<file path="src/rtl/hazard_ctrl_if.sv">
// hazard_ctrl_if: hazard unit <-> pipeline control bundle.
// Ports: stall/hazard inputs, stage enables, flushes, watchdog, perf counters.
// master = pipeline side, slave = hazard_ctrl side.
interface hazard_ctrl_if #(
    parameter int RA_W = 5
);
    logic            icache_stall;
    logic            dcache_stall;
    logic [RA_W-1:0] id_rs1;
    logic [RA_W-1:0] id_rs2;
    logic            id_use_rs1;
    logic            id_use_rs2;
    logic            id_jump;
    logic            ex_memread;
    logic [RA_W-1:0] ex_rd;
    logic            ex_br_taken;

    logic            pc_write;
    logic            ifid_write;
    logic            ifid_flush;
    logic            hazard_flush;
    logic            idex_write;
    logic            exmem_write;
    logic            memwb_write;
    logic            stall_timeout;
    logic [31:0]     perf_stall;
    logic [31:0]     perf_bubble;
    logic [31:0]     perf_flush;

    modport master (
        output icache_stall, dcache_stall,
        output id_rs1, id_rs2, id_use_rs1, id_use_rs2,
        output id_jump, ex_memread, ex_rd, ex_br_taken,
        input  pc_write, ifid_write, ifid_flush,
        input  hazard_flush, idex_write,
        input  exmem_write, memwb_write, stall_timeout,
        input  perf_stall, perf_bubble, perf_flush
    );

    modport slave (
        input  icache_stall, dcache_stall,
        input  id_rs1, id_rs2, id_use_rs1, id_use_rs2,
        input  id_jump, ex_memread, ex_rd, ex_br_taken,
        output pc_write, ifid_write, ifid_flush,
        output hazard_flush, idex_write,
        output exmem_write, memwb_write, stall_timeout,
        output perf_stall, perf_bubble, perf_flush
    );
endinterface

</file>
<file path="src/rtl/hazard_ctrl.sv">
// hazard_ctrl: 5-stage pipeline sequencing (freeze, load-use, redirect, jump).
// Ports: clk, rst_n (sync, active low), hz (hazard_ctrl_if.slave bundle).
// HAZARD_CTRL_PERF_EN builds the perf counters; otherwise perf_* read 0.
module hazard_ctrl #(
    parameter int RA_W    = 5,
    parameter int TIMEOUT = 1023,
    parameter int TMO_W   = 10
) (
    input logic         clk,
    input logic         rst_n,
    hazard_ctrl_if.slave hz
);
    typedef enum logic {RUN, FRZ} state_t;

    localparam logic [TMO_W-1:0] TMO_MAX = TMO_W'(TIMEOUT);

    state_t           state;
    state_t           state_nxt;
    logic             redir_pend;
    logic [TMO_W-1:0] cnt;
    logic [TMO_W-1:0] cnt_nxt;
    logic [TMO_W-1:0] cnt_base;
    logic             tmo;
    logic             tmo_hit;

    logic             freeze;
    logic             load_use;
    logic [RA_W-1:0]  rd;
    logic             set_pend;
    logic             clr_pend;
    logic             ev_bubble;
    logic             ev_flush;

    assign freeze = hz.icache_stall | hz.dcache_stall;
    assign rd     = hz.ex_rd;

    assign load_use = hz.ex_memread && (rd != '0) &&
                      ((hz.id_use_rs1 && hz.id_rs1 == rd) ||
                       (hz.id_use_rs2 && hz.id_rs2 == rd));

    always_comb begin
        state_nxt       = freeze ? FRZ : RUN;
        hz.pc_write     = 1'b1;
        hz.ifid_write   = 1'b1;
        hz.ifid_flush   = 1'b0;
        hz.hazard_flush = 1'b0;
        hz.idex_write   = 1'b1;
        hz.exmem_write  = 1'b1;
        hz.memwb_write  = 1'b1;
        set_pend        = 1'b0;
        clr_pend        = 1'b0;
        ev_bubble       = 1'b0;
        ev_flush        = 1'b0;
        if (!rst_n) begin
            hz.pc_write    = 1'b0;
            hz.ifid_write  = 1'b0;
            hz.idex_write  = 1'b0;
            hz.exmem_write = 1'b0;
            hz.memwb_write = 1'b0;
        end else if (freeze) begin
            hz.pc_write    = 1'b0;
            hz.ifid_write  = 1'b0;
            hz.idex_write  = 1'b0;
            hz.exmem_write = 1'b0;
            hz.memwb_write = 1'b0;
            // The branch stays held in EX; replay its redirect later.
            set_pend       = hz.ex_br_taken;
        end else if (hz.ex_br_taken || redir_pend) begin
            hz.ifid_flush   = 1'b1;
            hz.hazard_flush = 1'b1;
            clr_pend        = 1'b1;
            ev_flush        = 1'b1;
        end else if (load_use) begin
            hz.pc_write     = 1'b0;
            hz.ifid_write   = 1'b0;
            hz.hazard_flush = 1'b1;
            ev_bubble       = 1'b1;
        end else if (hz.id_jump) begin
            hz.ifid_flush = 1'b1;
            ev_flush      = 1'b1;
        end
    end

    // First freeze cycle (still in RUN) restarts the count at 1.
    always_comb begin
        cnt_base = (state == FRZ) ? cnt : '0;
        cnt_nxt  = '0;
        if (freeze) begin
            cnt_nxt = (cnt_base == TMO_MAX) ? cnt_base
                                            : cnt_base + 1'b1;
        end
        tmo_hit = freeze && (cnt_nxt == TMO_MAX);
    end

    always_ff @(posedge clk) begin
        if (!rst_n) begin
            state      <= RUN;
            redir_pend <= 1'b0;
            cnt        <= '0;
            tmo        <= 1'b0;
        end else begin
            state <= state_nxt;
            cnt   <= cnt_nxt;
            if (set_pend) begin
                redir_pend <= 1'b1;
            end else if (clr_pend) begin
                redir_pend <= 1'b0;
            end
            if (tmo_hit) begin
                tmo <= 1'b1;
            end
        end
    end

    assign hz.stall_timeout = tmo & rst_n;

`ifdef HAZARD_CTRL_PERF_EN
    logic [31:0] p_stall;
    logic [31:0] p_bubble;
    logic [31:0] p_flush;

    always_ff @(posedge clk) begin
        if (!rst_n) begin
            p_stall  <= '0;
            p_bubble <= '0;
            p_flush  <= '0;
        end else begin
            if (freeze) begin
                p_stall <= p_stall + 32'd1;
            end
            if (ev_bubble) begin
                p_bubble <= p_bubble + 32'd1;
            end
            if (ev_flush) begin
                p_flush <= p_flush + 32'd1;
            end
        end
    end

    assign hz.perf_stall  = p_stall;
    assign hz.perf_bubble = p_bubble;
    assign hz.perf_flush  = p_flush;
`else
    logic unused_ev;
    assign unused_ev      = ev_bubble ^ ev_flush;
    assign hz.perf_stall  = 32'd0;
    assign hz.perf_bubble = 32'd0;
    assign hz.perf_flush  = 32'd0;
`endif
endmodule

</file>
<file path="src/flat_wrapper.sv">
// flat-port wrapper written by rule: the top's interface ports become plain ports
module hazard_ctrl_flat 
#(
    parameter int RA_W    = 5,
    parameter int TIMEOUT = 1023,
    parameter int TMO_W   = 10
)
  (clk, rst_n, hz_icache_stall, hz_dcache_stall, hz_id_rs1, hz_id_rs2, hz_id_use_rs1, hz_id_use_rs2, hz_id_jump, hz_ex_memread, hz_ex_rd, hz_ex_br_taken, hz_pc_write, hz_ifid_write, hz_ifid_flush, hz_hazard_flush, hz_idex_write, hz_exmem_write, hz_memwb_write, hz_stall_timeout, hz_perf_stall, hz_perf_bubble, hz_perf_flush);
  hazard_ctrl_if #(.RA_W(RA_W)) hz_i ();
  input logic clk;
  input logic rst_n;
  input wire logic [$bits(hz_i.icache_stall)-1:0] hz_icache_stall;
  input wire logic [$bits(hz_i.dcache_stall)-1:0] hz_dcache_stall;
  input wire logic [$bits(hz_i.id_rs1)-1:0] hz_id_rs1;
  input wire logic [$bits(hz_i.id_rs2)-1:0] hz_id_rs2;
  input wire logic [$bits(hz_i.id_use_rs1)-1:0] hz_id_use_rs1;
  input wire logic [$bits(hz_i.id_use_rs2)-1:0] hz_id_use_rs2;
  input wire logic [$bits(hz_i.id_jump)-1:0] hz_id_jump;
  input wire logic [$bits(hz_i.ex_memread)-1:0] hz_ex_memread;
  input wire logic [$bits(hz_i.ex_rd)-1:0] hz_ex_rd;
  input wire logic [$bits(hz_i.ex_br_taken)-1:0] hz_ex_br_taken;
  output wire logic [$bits(hz_i.pc_write)-1:0] hz_pc_write;
  output wire logic [$bits(hz_i.ifid_write)-1:0] hz_ifid_write;
  output wire logic [$bits(hz_i.ifid_flush)-1:0] hz_ifid_flush;
  output wire logic [$bits(hz_i.hazard_flush)-1:0] hz_hazard_flush;
  output wire logic [$bits(hz_i.idex_write)-1:0] hz_idex_write;
  output wire logic [$bits(hz_i.exmem_write)-1:0] hz_exmem_write;
  output wire logic [$bits(hz_i.memwb_write)-1:0] hz_memwb_write;
  output wire logic [$bits(hz_i.stall_timeout)-1:0] hz_stall_timeout;
  output wire logic [$bits(hz_i.perf_stall)-1:0] hz_perf_stall;
  output wire logic [$bits(hz_i.perf_bubble)-1:0] hz_perf_bubble;
  output wire logic [$bits(hz_i.perf_flush)-1:0] hz_perf_flush;
  assign hz_i.icache_stall = hz_icache_stall;
  assign hz_i.dcache_stall = hz_dcache_stall;
  assign hz_i.id_rs1 = hz_id_rs1;
  assign hz_i.id_rs2 = hz_id_rs2;
  assign hz_i.id_use_rs1 = hz_id_use_rs1;
  assign hz_i.id_use_rs2 = hz_id_use_rs2;
  assign hz_i.id_jump = hz_id_jump;
  assign hz_i.ex_memread = hz_ex_memread;
  assign hz_i.ex_rd = hz_ex_rd;
  assign hz_i.ex_br_taken = hz_ex_br_taken;
  assign hz_pc_write = hz_i.pc_write;
  assign hz_ifid_write = hz_i.ifid_write;
  assign hz_ifid_flush = hz_i.ifid_flush;
  assign hz_hazard_flush = hz_i.hazard_flush;
  assign hz_idex_write = hz_i.idex_write;
  assign hz_exmem_write = hz_i.exmem_write;
  assign hz_memwb_write = hz_i.memwb_write;
  assign hz_stall_timeout = hz_i.stall_timeout;
  assign hz_perf_stall = hz_i.perf_stall;
  assign hz_perf_bubble = hz_i.perf_bubble;
  assign hz_perf_flush = hz_i.perf_flush;
  hazard_ctrl #(.RA_W(RA_W), .TIMEOUT(TIMEOUT), .TMO_W(TMO_W)) u_core (.clk(clk), .rst_n(rst_n), .hz(hz_i));
endmodule
</file>
<file path="config.mk">
export PLATFORM = sky130hd
export DESIGN_NAME = hazard_ctrl_flat
export DESIGN_NICKNAME = d
export VERILOG_FILES = /design/src/rtl/hazard_ctrl_if.sv /design/src/rtl/hazard_ctrl.sv /design/src/flat_wrapper.sv
export SDC_FILE = /design/constraint.sdc
export NUM_CORES = 1
export LEC_CHECK = 0
export BUFFER_PORTS_ARGS = -buffer_cell sky130_fd_sc_hd__buf_2
export CELL_PAD_IN_SITES_DETAIL_PLACEMENT = 0
export CELL_PAD_IN_SITES_GLOBAL_PLACEMENT = 1
export CORE_ASPECT_RATIO = 1.5
export CORE_MARGIN = 5
export CORE_UTILIZATION = 28
export DETAILED_ROUTE_END_ITERATION = 7
export PLACE_DENSITY = 0.92
export SLEW_MARGIN = 30
export SYNTH_ARGS = -nofsm -noshare
export SYNTH_HDL_FRONTEND = slang
export SYNTH_SLANG_ARGS = --single-unit
</file>
<file path="constraint.sdc">
create_clock -name clk -period 3.5 [get_ports clk]
set_clock_uncertainty 0.15 [all_clocks]
set_input_delay 0.175 -clock clk [delete_from_list [all_inputs] [get_ports clk]]
set_output_delay 0.175 -clock clk [all_outputs]
set_load 0.005 [all_outputs]
</file>
# ---- After elaboration in Yosys (flattened, before gate mapping)
# Cells that the tools add are included.
dict set report op_classes {
  n_bitwise 2
  n_eq_ne 4
  add_sub_neg 1
  n_reduce_logical 9
  mux 26
}
# cell n
set ops {}
lappend ops {{$mux W10} 3}
lappend ops {{$mux W1} 23}
lappend ops {{$eq A10 B10 Y1 const B} 2}
lappend ops {{$add A10 B1 Y10 const B} 1}
lappend ops {{$eq A5 B5 Y1} 2}
lappend ops {{$logic_and A1 B1 Y1} 5}
lappend ops {{$reduce_bool A5 Y1} 1}
lappend ops {{$logic_or A1 B1 Y1} 2}
lappend ops {{$reduce_bool A2 Y1} 1}
lappend ops {{$and A1 B1 Y1} 1}
lappend ops {{$or A1 B1 Y1} 1}
dict set report totals {
  in_bits 24
  elab_cells 46
  out_inout_bits 104
  reg_bits 13
}

# ---- Depth between registers and ports, before layout
# Gate-level depths: netlist of the first run.
dict set report logic_depth {
  word_depth 8
  depth_mapped 10
  ltp_nobuf 8
}

# ---- Worst setup path after synthesis of the first run
# No wires, ideal clock.
dict set report synth_timing {
  path_kind {reg2reg}
  startpoint {register u_core.state}
  endpoint {register u_core.tmo}
  n_path_buf 2
  setup_slack_ns 1.378
  arrival_time_ns 1.876
  period_less_slack_ns 2.122
  setup_time_ns 0.096
  path_stages_with_launch 10
  path_cell_list {dfxtp_1 -> buf_2 -> and2_1 -> ha_1 -> and3_1 -> buf_4 -> nand4_2 -> nand3_1 -> xor2_1 -> o41ai_2}
}
dict set report synth_via {
  elab_chain_len 6
  word_cells_on_any_way 7
  cone_classes {add/sub (1); eq/ne (2); mux (3); reduce/logical (1)}
}
# item line
set synth_lines {}
lappend synth_lines {{start, declared} hazard_ctrl.sv:17} ;# state_t state;
lappend synth_lines {{start signal, assigned} hazard_ctrl.sv:102} ;# state <= state_nxt;
lappend synth_lines {{$mux W10 *} hazard_ctrl.sv:86} ;# cnt_base = (state == FRZ) ? cnt : '0;
lappend synth_lines {{$add A10 B1 Y10 or $eq A10 B10 Y1 (tied branches)} {hazard_ctrl.sv:90, hazard_ctrl.sv:89}}
lappend synth_lines {{$mux W10 *} hazard_ctrl.sv:89} ;# cnt_nxt = (cnt_base == TMO_MAX) ? cnt_base
lappend synth_lines {{$mux W10 *} hazard_ctrl.sv:88} ;# if (freeze) begin
lappend synth_lines {{$eq A10 B10 Y1 *} hazard_ctrl.sv:92} ;# tmo_hit = freeze && (cnt_nxt == TMO_MAX);
lappend synth_lines {{$logic_and A1 B1 Y1 *} hazard_ctrl.sv:92}
lappend synth_lines {{end signal, assigned} hazard_ctrl.sv:100} ;# tmo <= 1'b0;
lappend synth_lines {{end signal, assigned} hazard_ctrl.sv:110} ;# tmo <= 1'b1;
lappend synth_lines {{end, declared} hazard_ctrl.sv:23} ;# logic tmo;
# Every way passes the cells marked *; elsewhere a longest branch is shown, timed or not.
# A chain may end at the register's enable or synchronous reset.

# ---- Worst setup path in the final report of the first run
# Same ends and word-level chain as after synthesis.

==> results of run 1 <==
[sequential cells by signal (all words and copies together), names as in the netlist]
name,flops
u_core.state,1
u_core.cnt,10
u_core.tmo,1
u_core.redir_pend,1
[cell usage after synthesis]
master | number | area share
buf_4 | 100 | 0.48
dfxtp_1 | 13 | 0.17
nor2_1 | 11 | 0.026
xor2_1 | 11 | 0.061
nand2_1 | 9 | 0.022
a21oi_1 | 7 | 0.022
and3_1 | 5 | 0.020
inv_1 | 5 | 0.012
xnor2_1 | 5 | 0.028
nand3_1 | 4 | 0.013
a31oi_1 | 3 | 0.012
and2_1 | 3 | 0.012
nand4_1 | 2 | 0.0080
nor3_1 | 2 | 0.0064
nor4_1 | 2 | 0.0080
o21ai_1 | 2 | 0.0064
a211oi_1 | 1 | 0.0048
a22oi_1 | 1 | 0.0048
a311oi_1 | 1 | 0.0056
and4_1 | 1 | 0.0056
and4_4 | 1 | 0.0072
buf_2 | 1 | 0.0032
conb_1 | 1 | 0.0024
ha_1 | 1 | 0.0080
nand2b_1 | 1 | 0.0040
nand3_2 | 1 | 0.0064
nand4_2 | 1 | 0.0080
o211ai_1 | 1 | 0.0048
o21ai_0 | 1 | 0.0032
o221ai_1 | 1 | 0.0056
o31a_1 | 1 | 0.0056
o41ai_2 | 1 | 0.010
or2_2 | 1 | 0.0040
or4_1 | 1 | 0.0048
[final cells by class]
| type | count | share of cell area |
|---|---|---|
| multi-input cells | 178 | 0.611 |
| flip-flops and latches | 13 | 0.179 |
| repair buffers | 31 | 0.107 |
| well taps | 70 | 0.0601 |
| clock buffers | 4 | 0.0309 |
| inverters | 5 | 0.0129 |
[worst min-delay path: stages]
cell	delay [ns]
buf_2	0.10
nand2_1	0.08
o41ai_2	0.05
[worst paths after layout]
path                      startpoint                      end  slack, ns  cells after the start
min reg2reg  u_core.tmo$_SDFFE_PN0P_  u_core.tmo$_SDFFE_PN0P_       0.31                      2
min                            rst_n  u_core.tmo$_SDFFE_PN0P_       0.03                      3
max reg2reg  u_core.state$_SDFF_PN0_  u_core.tmo$_SDFFE_PN0P_       1.00                      7
max          u_core.state$_SDFF_PN0_  u_core.tmo$_SDFFE_PN0P_       1.00                      7
[cell families after synthesis]
kind of cell / count (synthesis) / synth area share
AOI/OAI and AO/OA: 20 / 0.0854
xor gates and xnor gates: 16 / 0.0894
adders and majority gates: 1 / 0.00798
buffers and inverters: 106 / 0.494
DFF: 13 / 0.166
other: 1 / 0.00239
and+or+nand+nor: 45 / 0.155
[placed cells by master (no fill, tap or decap), types with 2 or more instances in the layout]
| master | n |
|---|---|
| conb_1 | 96 |
| buf_2 | 31 |
| dfxtp_1 | 13 |
| nor2_1 | 11 |
| xor2_1 | 11 |
| nand2_1 | 9 |
| a21oi_1 | 7 |
| inv_1 | 5 |
| xnor2_1 | 5 |
| and3_1 | 5 |
| nand3_1 | 4 |
| and2_1 | 3 |
| a31oi_1 | 3 |
| clkbuf_8 | 3 |
| nor4_1 | 2 |
| nor3_1 | 2 |
| o21ai_1 | 2 |
| nand4_1 | 2 |
[power breakdown]
| part | switching, W | internal, W | total (W) |
|---|---|---|---|
| Clock | 0.0000543 | 0.0000805 | 0.000135 |
| Sequential | 0.00000433 | 0.000151 | 0.000155 |
| Combinational | 0.0000468 | 0.0000207 | 0.0000675 |
[through the flow]
stage	instance area (um^2)	hold WS (ns)	util	setup WS (ns)	total power (W)
2_1_floorplan	1920	0.157	-	1.38	0.000277
3_3_place_gp	1410	0.292	0.259	1.17	0.000222
3_5_place_dp	1410	0.293	0.259	1.06	0.000223
4_1_cts	1460	0.0393	0.267	1.01	0.000358
5_1_grt	1460	0.0632	0.267	0.837	0.000378
6_report	1460	0.0344	0.267	1.00	0.000358
[per-layer routing]
metal	global-route usage	vias up
met5	0	-
met4	0.0362	0
met3	0.0228	7
met2	0.152	95
met1	0.0635	497
li1	-	527
==> results.py, run 1 <==
metrics = {
    "floorplanning": {
        "core_um2": 5450,
        "dieWidth_um": 71.1,
        "rows": 33,
        "num_io_pins": 128,
        "die-area_um2": 7230,
        "die_h_um": 102,
        "initial_core_util": 0.288,
    },
    "critical_path": {
        "crit_path_max_fanout": 13,
        "worstPathArrival_ns": 2.50,
        "cpMaxStageDelayCell": "dfxtp_1",
        "crit_family": "simple AND/OR/NAND/NOR gates",
        "critPathLaunchType": "register",
        "max_stage_delay_ns": 0.58,
        "critical_path_class": "register to register",
        "path_buf_inv": 0,
        "worstPathCellList": "and2_1 > ha_1 > and3_1 > nand4_2 > nand3_1 > xor2_1 > o41ai_2",
        "required_ns": 3.50,
        "end_kind": "register",
    },
    "sta": {
        "finalCritPeriodShare": 0.714,
        "slew_viol_final": 0,
        "worst_pin_slew_ns": 0.533,
        "fmax_mhz": 400,
        "setup_viol": 0,
        "setup_tns_ns": 0,
        "fin_crit_ns": 2.50,
        "rsz0062_at_grt": "false",
        "slew_headroom": 0.643,
        "finalHoldViolations": 0,
    },
    "place": {
        "io_buffer_count": 31,
        "dp_hpwl_um": 2620,
        "place_congestion": 0.816,
        "dp.cells": 297,
    },
    "cts": {
        "clk_pin_slew_ns": 0.06,
        "worstSkewPairLatency_ns": 0.25,
        "ctsResizeCount": 0,
        "ctsHoldBuffers": 0,
        "numClockSinks": 13,
        "root_buffer": "clkbuf_8",
        "numCtsBuffers": 3,
        "cts.path.max_buffers": 2,
        "cts_tree": "built",
        "cts_setup_buffers": 0,
        "htreeDepth": 1,
    },
    "drt": {
        "met3_length_um": 497,
        "met2_length_um": 1610,
        "ant_nets": 0,
        "met1_length_um": 828,
        "num_vias": 1126,
        "viasPerCell": 3.74,
        "maxUsedRoutingLayer": "met4",
        "wl_um": 3010,
        "first_pass_iters": 4,
        "drcViolationCount": 0,
        "avgRoutedWirePerCell_um": 9.98,
        "drt_iter0_markers": 15,
    },
    "power": {
        "leakage_nw": 0.803,
        "power_density_nw_per_um2": 246,
        "irDropWorstVdd_mv": 0.0812,
    },
    "logic_synthesis": {
        "seq_area_frac_synth": 0.166,
        "syn_area_per_cell_um2": 7.76,
        "ys_types": 34,
        "ys_warn_count": 0,
        "synth.ff_latch_count": 13,
        "synthCells": 202,
        "syn_area_um2": 1570,
    },
    "cells_and_area": {
        "multiInputGateArea_um2": 890,
        "drive_gt1_frac": 0.169,
        "final_cell_count_no_fill": 301,
        "regArea_um2": 260,
        "fill_cells": 628,
        "nets": 257,
        "diodes": 0,
        "syn2layout_area_growth_pct": -7.10,
    },
    "hold_path": {
        "hold_path_class": "input pin to register",
    },
    "global_routing": {
        "grt_usage": 0.0745,
        "grt_pass1_wl_um": 4280,
        "grt_overflow": 0,
        "grt_max_degree": 14,
        "grt_antenna_before_repair": 0,
        "grt_pass1_vias": 1059,
    },
    "outcome": {
        "status": "completed",
    },
    "run": {
        "maxCapViolations": 0,
    },
}
Power figures use the tool's default switching activity.
==> run 2: changes to the inputs <==
--- a/config.mk
+++ b/config.mk
@@ -5,14 +5,15 @@
 export SDC_FILE = /design/constraint.sdc
 export NUM_CORES = 1
 export LEC_CHECK = 0
+export ABC_AREA = 1
 export BUFFER_PORTS_ARGS = -buffer_cell sky130_fd_sc_hd__buf_2
 export CELL_PAD_IN_SITES_DETAIL_PLACEMENT = 0
 export CELL_PAD_IN_SITES_GLOBAL_PLACEMENT = 1
 export CORE_ASPECT_RATIO = 1.5
 export CORE_MARGIN = 5
-export CORE_UTILIZATION = 28
+export CORE_UTILIZATION = 27
 export DETAILED_ROUTE_END_ITERATION = 7
-export PLACE_DENSITY = 0.92
+export PLACE_DENSITY = 0.87
 export SLEW_MARGIN = 30
 export SYNTH_ARGS = -nofsm -noshare
 export SYNTH_HDL_FRONTEND = slang
==> constraint.sdc (replaced) <==
create_clock -name clk -period 2.38 [get_ports clk]
set_clock_uncertainty 0.15 [all_clocks]
set_input_delay 0.119 -clock clk [delete_from_list [all_inputs] [get_ports clk]]
set_output_delay 0.119 -clock clk [all_outputs]
set_load 0.005 [all_outputs]
==> run 2 against run 1 <==
Largest power group unchanged; clock-buffer cell count is the same; power grew 49%; cell area grew 13%; first-iteration DRC count grew 80%; non-clock buffer count grew 2; final cell count grew 20%; setup slack lost 0.68 ns; utilization shrank 1.0 points; critical path depth grew 6; worst hold slack lost 0.028 ns; highest routed layer unchanged; global-route usage grew 0.50 points; synthesized area grew 12%.
==> results.py, run 2 <==
metrics = {
    "outcome": {
        "status": "completed",
    },
    "drt": {
        "drt_iter0_markers": 27,
        "met2_length_um": 1820,
        "ant_nets": 0,
        "viasPerCell": 3.64,
        "met3_length_um": 396,
        "drcViolationCount": 0,
        "first_pass_iters": 4,
        "maxUsedRoutingLayer": "met4",
        "avgRoutedWirePerCell_um": 9.36,
        "num_vias": 1315,
        "met1_length_um": 1060,
        "wl_um": 3380,
    },
    "logic_synthesis": {
        "synthAdderAreaFrac": 0.00714,
        "synth_xor_area_frac": 0.0300,
        "synth_compound_area_frac": 0.0600,
        "synth.mux.area_fraction": 0,
        "synth_top_area_frac": 0.424,
        "synth_common_cells": "buf_4, nand2_1, inv_1",
        "syn_area_um2": 1750,
        "ys.flop_type": "dfxtp_1",
        "ys_warn_count": 0,
        "synth_simple_gate_area_frac": 0.258,
        "synthArstFlopShare": 0,
        "synthCells": 255,
        "synth.ff_latch_count": 13,
        "syn_area_per_cell_um2": 6.87,
        "seq_area_frac_synth": 0.148,
        "netlist_top_cells_area": "buf_4, dfxtp_1, nand2_1, inv_1, nor2_1",
        "yosysMostFrequentCell": "buf_4",
        "synth_top_family_by_area": "buffers and inverters",
        "ys_types": 26,
        "yosys.area.top_type": "buf_4",
        "synth_edf_count": 0,
    },
    "cells_and_area": {
        "largest_reg_flops": 10,
        "regArea_um2": 260,
        "mostFrequentLayoutCells": "conb_1, nand2_1, buf_2, inv_1, nor2_1",
        "diodes": 0,
        "fill_cells": 745,
        "postLayoutCoreUtil": 0.257,
        "final_area_um2": 1650,
        "regMostFlops": "u_core.cnt",
        "syn2layout_area_growth_pct": -6.14,
        "multiInputGateArea_um2": 982,
        "final_common_cell": "conb_1",
        "drive_gt1_frac": 0.165,
        "nets": 311,
    },
    "sta": {
        "setup_viol": 0,
        "fin_crit_ns": 2.06,
        "slew_viol_final": 0,
        "finalHoldViolations": 0,
        "fmax_mhz": 486,
        "finalCritPeriodShare": 0.865,
        "rsz0062_at_grt": "false",
        "setup_tns_ns": 0,
    },
    "power": {
        "power_frac_clock": 0.365,
        "internal-power_w": 0.000374,
        "power_density_nw_per_um2": 325,
        "leakage_nw": 0.989,
        "switching_share": 0.300,
        "p_comb_frac": 0.214,
        "p_sw_w": 0.000160,
        "pwr-share-seq": 0.421,
        "irDropWorstVdd_mv": 0.184,
    },
    "global_routing": {
        "grt_antenna_before_repair": 0,
        "grt_max_degree": 14,
        "grt_pass1_vias": 1200,
        "grt_pass1_wl_um": 5040,
        "grt_usage": 0.0796,
        "grt_overflow": 0,
    },
    "cts": {
        "numClockSinks": 13,
        "htreeDepth": 1,
        "cts.path.max_buffers": 2,
        "clk_pin_slew_ns": 0.06,
        "root_buffer": "clkbuf_8",
        "cts_setup_buffers": 0,
        "numCtsBuffers": 3,
        "cts_tree": "built",
        "worstSkewPairLatency_ns": 0.24,
    },
    "place": {
        "dpl-instance-area_um2": 1590,
        "io_buffer_count": 31,
        "dp_hpwl_um": 2990,
        "place_congestion": 0.832,
    },
    "critical_path": {
        "required_ns": 2.42,
        "critical_path_class": "register to register",
        "crit_path_max_fanout": 12,
        "worstPathArrival_ns": 2.10,
        "end_kind": "register",
        "critPathLaunchType": "register",
    },
    "run": {
        "maxCapViolations": 0,
    },
    "floorplanning": {
        "die_h_um": 109,
        "initial_core_util": 0.274,
        "num_io_pins": 128,
        "die-area_um2": 8240,
        "rows": 36,
        "core_um2": 6400,
        "dieWidth_um": 75.8,
    },
    "hold_path": {
        "hold_path_class": "input pin to register",
    },
}
==> run 2: cell families (layout without fill, tap and decap cells) <==
| family | Yosys count | in the layout |
|---|---|---|
| and+or+nand+nor | 92 | 92 |
| adders and majority gates | 1 | 1 |
| buffers and inverters | 126 | 61 |
| DFF | 13 | 13 |
| other | 1 | 96 |
| xor gates and xnor gates | 6 | 6 |
| AOI/OAI and AO/OA | 16 | 16 |
==> run 2: through the flow <==
| step | power (W) | setup WS, ns | instances | hold slack, ns |
|---|---|---|---|---|
| finish | 0.000535 | 0.321 | 361 | 0.00595 |
| detailed placement | 0.000339 | 0.325 | 356 | 0.231 |
| global route | 0.000575 | 0.0751 | 361 | 0.0571 |
| CTS | 0.000534 | 0.321 | 361 | 0.0191 |
| floorplan | 0.000422 | 0.424 | 350 | 0.0974 |
| global placement | 0.000339 | 0.407 | 356 | 0.223 |
==> run 2: critical path: stages, from the launching register on <==
cell and delay [ns]:
dfxtp_1 0.39, nand2_1 0.08, inv_1 0.09, ha_1 0.17
inv_1 0.12, nor2_8 0.17, nand3_2 0.26, nand2_1 0.16
nand2_1 0.09, nor2_4 0.09, nand2_1 0.05, nor2_1 0.08
nand2_1 0.05, nand2_1 0.04
==> run 2: layout make-up <==
class,instances,area share
multi-input cells,211,0.597
clock buffers,4,0.0274
flip-flops and latches,13,0.158
inverters,24,0.0548
well taps,76,0.0578
repair buffers,33,0.105
==> run 2: power by group through the flow <==
stage	Clock [W]	Combinational (W)	Sequential (W)
final	0.000195	0.000114	0.000225
after global routing	0.000212	0.000138	0.000226
after CTS	0.000198	0.000111	0.000225
after detailed placement	0	0.000109	0.000230
after global placement	0	0.000109	0.000230
after floorplan	0	0.000194	0.000228
==> run 2: what timing repair did <==
item                                   CTS  global route
endpoints found under the hold margin    1             0
hold buffers                             1             0
gates resized for setup                  0             0
==> run 2: metal layers <==
layer  global-route usage  up-vias
li1                     -      655
met1               0.0813      563
met2                0.146       90
met3              0.00738        7
met4               0.0525        0
met5                    0        -
==> run 2: path summary, 6_finish.rpt <==
check                          start                        endpoint  slack [ns]  depth (start not counted)
min                   hz_ex_br_taken  u_core.redir_pend$_SDFFE_PN0P_       0.006                          3
max          u_core.state$_SDFF_PN0_         u_core.tmo$_SDFFE_PN0P_        0.32                         13
max reg2reg  u_core.state$_SDFF_PN0_         u_core.tmo$_SDFFE_PN0P_        0.32                         13
min reg2reg  u_core.tmo$_SDFFE_PN0P_         u_core.tmo$_SDFFE_PN0P_        0.32                          2
==> run 3: changes to the inputs <==
==> constraint.sdc (replaced) <==
create_clock -name clk -period 2.38 [get_ports clk]
set_clock_uncertainty 0.15 [all_clocks]
set_input_delay 0.476 -clock clk [delete_from_list [all_inputs] [get_ports clk]]
set_output_delay 0.476 -clock clk [all_outputs]
set_load 0.005 [all_outputs]
==> run 3 against run 2 <==
Largest cell class unchanged; worst hold slack better by 0.28 ns; die area did not move; critical path depth fell by 7; first-iteration DRC count fell by 41%.
==> results.py, run 3 (synthesis results as in run 2) <==
metrics = {
    "power": {
        "switching_share": 0.311,
        "irDropWorstVdd_mv": 0.124,
        "p_comb_frac": 0.220,
        "power_frac_clock": 0.368,
        "power_density_nw_per_um2": 325,
        "p_sw_w": 0.000169,
        "pwr-share-seq": 0.412,
        "internal-power_w": 0.000375,
        "leakage_nw": 1.01,
    },
    "critical_path": {
        "critical_path_class": "input pin to output port",
        "reg2reg_setup_slack_ns": 0.35,
        "crit_family": "simple AND/OR/NAND/NOR gates",
        "worstPathArrival_ns": 1.43,
        "cpMaxStageDelayCell": "nor2_1",
        "r2r_end": "u_core.tmo$_SDFFE_PN0P_",
        "end_kind": "output port",
        "required_ns": 1.75,
        "reg2reg_from": "u_core.state$_SDFF_PN0_",
        "path_buf_inv": 3,
        "crit_path_max_fanout": 4,
        "critPathLaunchType": "input pin",
        "max_stage_delay_ns": 0.30,
        "reg2reg_depth": 11,
        "worstPathCellList": "buf_2 > nor2_1 > inv_1 > nor2_1 > a21boi_0 > buf_2",
    },
    "cts": {
        "numClockSinks": 13,
        "cts.path.max_buffers": 2,
        "cts_setup_buffers": 0,
        "ctsHoldBuffers": 0,
        "worstSkewPairLatency_ns": 0.24,
        "ctsResizeCount": 0,
        "htreeDepth": 1,
        "clk_pin_slew_ns": 0.06,
        "root_buffer": "clkbuf_8",
        "cts_tree": "built",
        "numCtsBuffers": 3,
    },
    "sta": {
        "finalHoldViolations": 0,
        "finalCritPeriodShare": 0.865,
        "rsz0062_at_grt": "false",
        "setup_viol": 0,
        "slew_viol_final": 0,
        "fmax_mhz": 486,
        "fin_crit_ns": 2.06,
        "setup_tns_ns": 0,
    },
    "cells_and_area": {
        "regArea_um2": 260,
        "mostFrequentLayoutCells": "conb_1, nand2_1, buf_2, inv_1, nor2_1",
        "diodes": 0,
        "multiInputGateArea_um2": 982,
        "fill_cells": 741,
        "final_cell_count_no_fill": 365,
        "final_area_um2": 1670,
        "largest_reg_flops": 10,
        "nets": 315,
        "drive_gt1_frac": 0.183,
        "final_common_cell": "conb_1",
        "regMostFlops": "u_core.cnt",
        "syn2layout_area_growth_pct": -4.50,
    },
    "drt": {
        "avgRoutedWirePerCell_um": 9.32,
        "drt_iter0_markers": 16,
        "viasPerCell": 3.71,
        "wl_um": 3400,
        "first_pass_iters": 4,
        "drcViolationCount": 0,
        "num_vias": 1354,
        "ant_nets": 0,
    },
    "place": {
        "dp_hpwl_um": 3030,
        "dp.cells": 361,
        "io_buffer_count": 31,
        "place_congestion": 0.845,
        "dpl-instance-area_um2": 1630,
    },
    "global_routing": {
        "grt_antenna_before_repair": 0,
        "grt_pass1_wl_um": 4970,
        "grt_pass1_vias": 1219,
        "grt_max_degree": 16,
        "grt_usage": 0.0778,
        "grt_overflow": 0,
    },
    "floorplanning": {
        "dieWidth_um": 75.8,
        "num_io_pins": 128,
        "initial_core_util": 0.274,
        "die-area_um2": 8240,
        "core_um2": 6400,
        "die_h_um": 109,
        "rows": 36,
    },
    "hold_path": {
        "hold_path_class": "register to register",
        "hold-path-endpoint": "u_core.tmo$_SDFFE_PN0P_",
        "whs_path_depth": 2,
        "hold_start": "u_core.tmo$_SDFFE_PN0P_",
    },
    "run": {
        "maxCapViolations": 0,
    },
    "outcome": {
        "status": "completed",
    },
}
[run 3: worst min-delay path: stages (launching register included)]
cell and delay [ns]:
dfxtp_1 0.30, nand2_1 0.05, nand2_1 0.06
[run 3: stage by stage]
stage	hold WS, ns	setup slack (ns)	power (W)	utilization
floorplan	0.267	0.424	0.000422	-
global placement	0.279	0.295	0.000343	0.254
detailed placement	0.280	0.272	0.000345	0.254
CTS	0.296	0.257	0.000548	0.262
global route	0.326	0.122	0.000580	0.262
finish	0.291	0.322	0.000544	0.262
[run 3: layout make-up]
type / instances / area share
clock buffers: 3 / 0.0247
flip-flops and latches: 13 / 0.155
inverters: 24 / 0.0538
repair buffers: 37 / 0.120
multi-input cells: 211 / 0.587
clock inverters: 1 / 0.00299
well taps: 76 / 0.0568
[run 3: worst max path at each step]
stage,start,endpoint,slack (ns),depth (start not counted)
detailed placement,hz_dcache_stall,hz_hazard_flush,0.27,6
CTS,hz_dcache_stall,hz_hazard_flush,0.26,6
floorplan,u_core.state$_SDFF_PN0_,u_core.tmo$_SDFFE_PN0P_,0.42,14
global route,hz_ex_rd[1],hz_pc_write,0.12,10
finish,hz_dcache_stall,hz_hazard_flush,0.32,6
global placement,hz_dcache_stall,hz_ifid_flush,0.30,7
[run 3: power groups by stage]
stage / Sequential (W) / Clock, W / Combinational, W
3_5_place_dp: 0.000229 / 0 / 0.000115
3_3_place_gp: 0.000229 / 0 / 0.000114
6_report: 0.000224 / 0.000200 / 0.000120
5_1_grt: 0.000225 / 0.000215 / 0.000140
4_1_cts: 0.000224 / 0.000208 / 0.000116
2_1_floorplan: 0.000228 / 0 / 0.000194
[run 3: per-layer routing]
| layer | wire length (um) | track usage | part of all wire | vias up |
|---|---|---|---|---|
| li1 | - | - | - | 664 |
| met5 | 0 | 0 | 0 | - |
| met2 | 1850 | 0.151 | 0.54 | 95 |
| met3 | 415 | 0.0101 | 0.12 | 7 |
| met4 | 119 | 0.0513 | 0.035 | 0 |
| met1 | 1020 | 0.0704 | 0.30 | 588 |
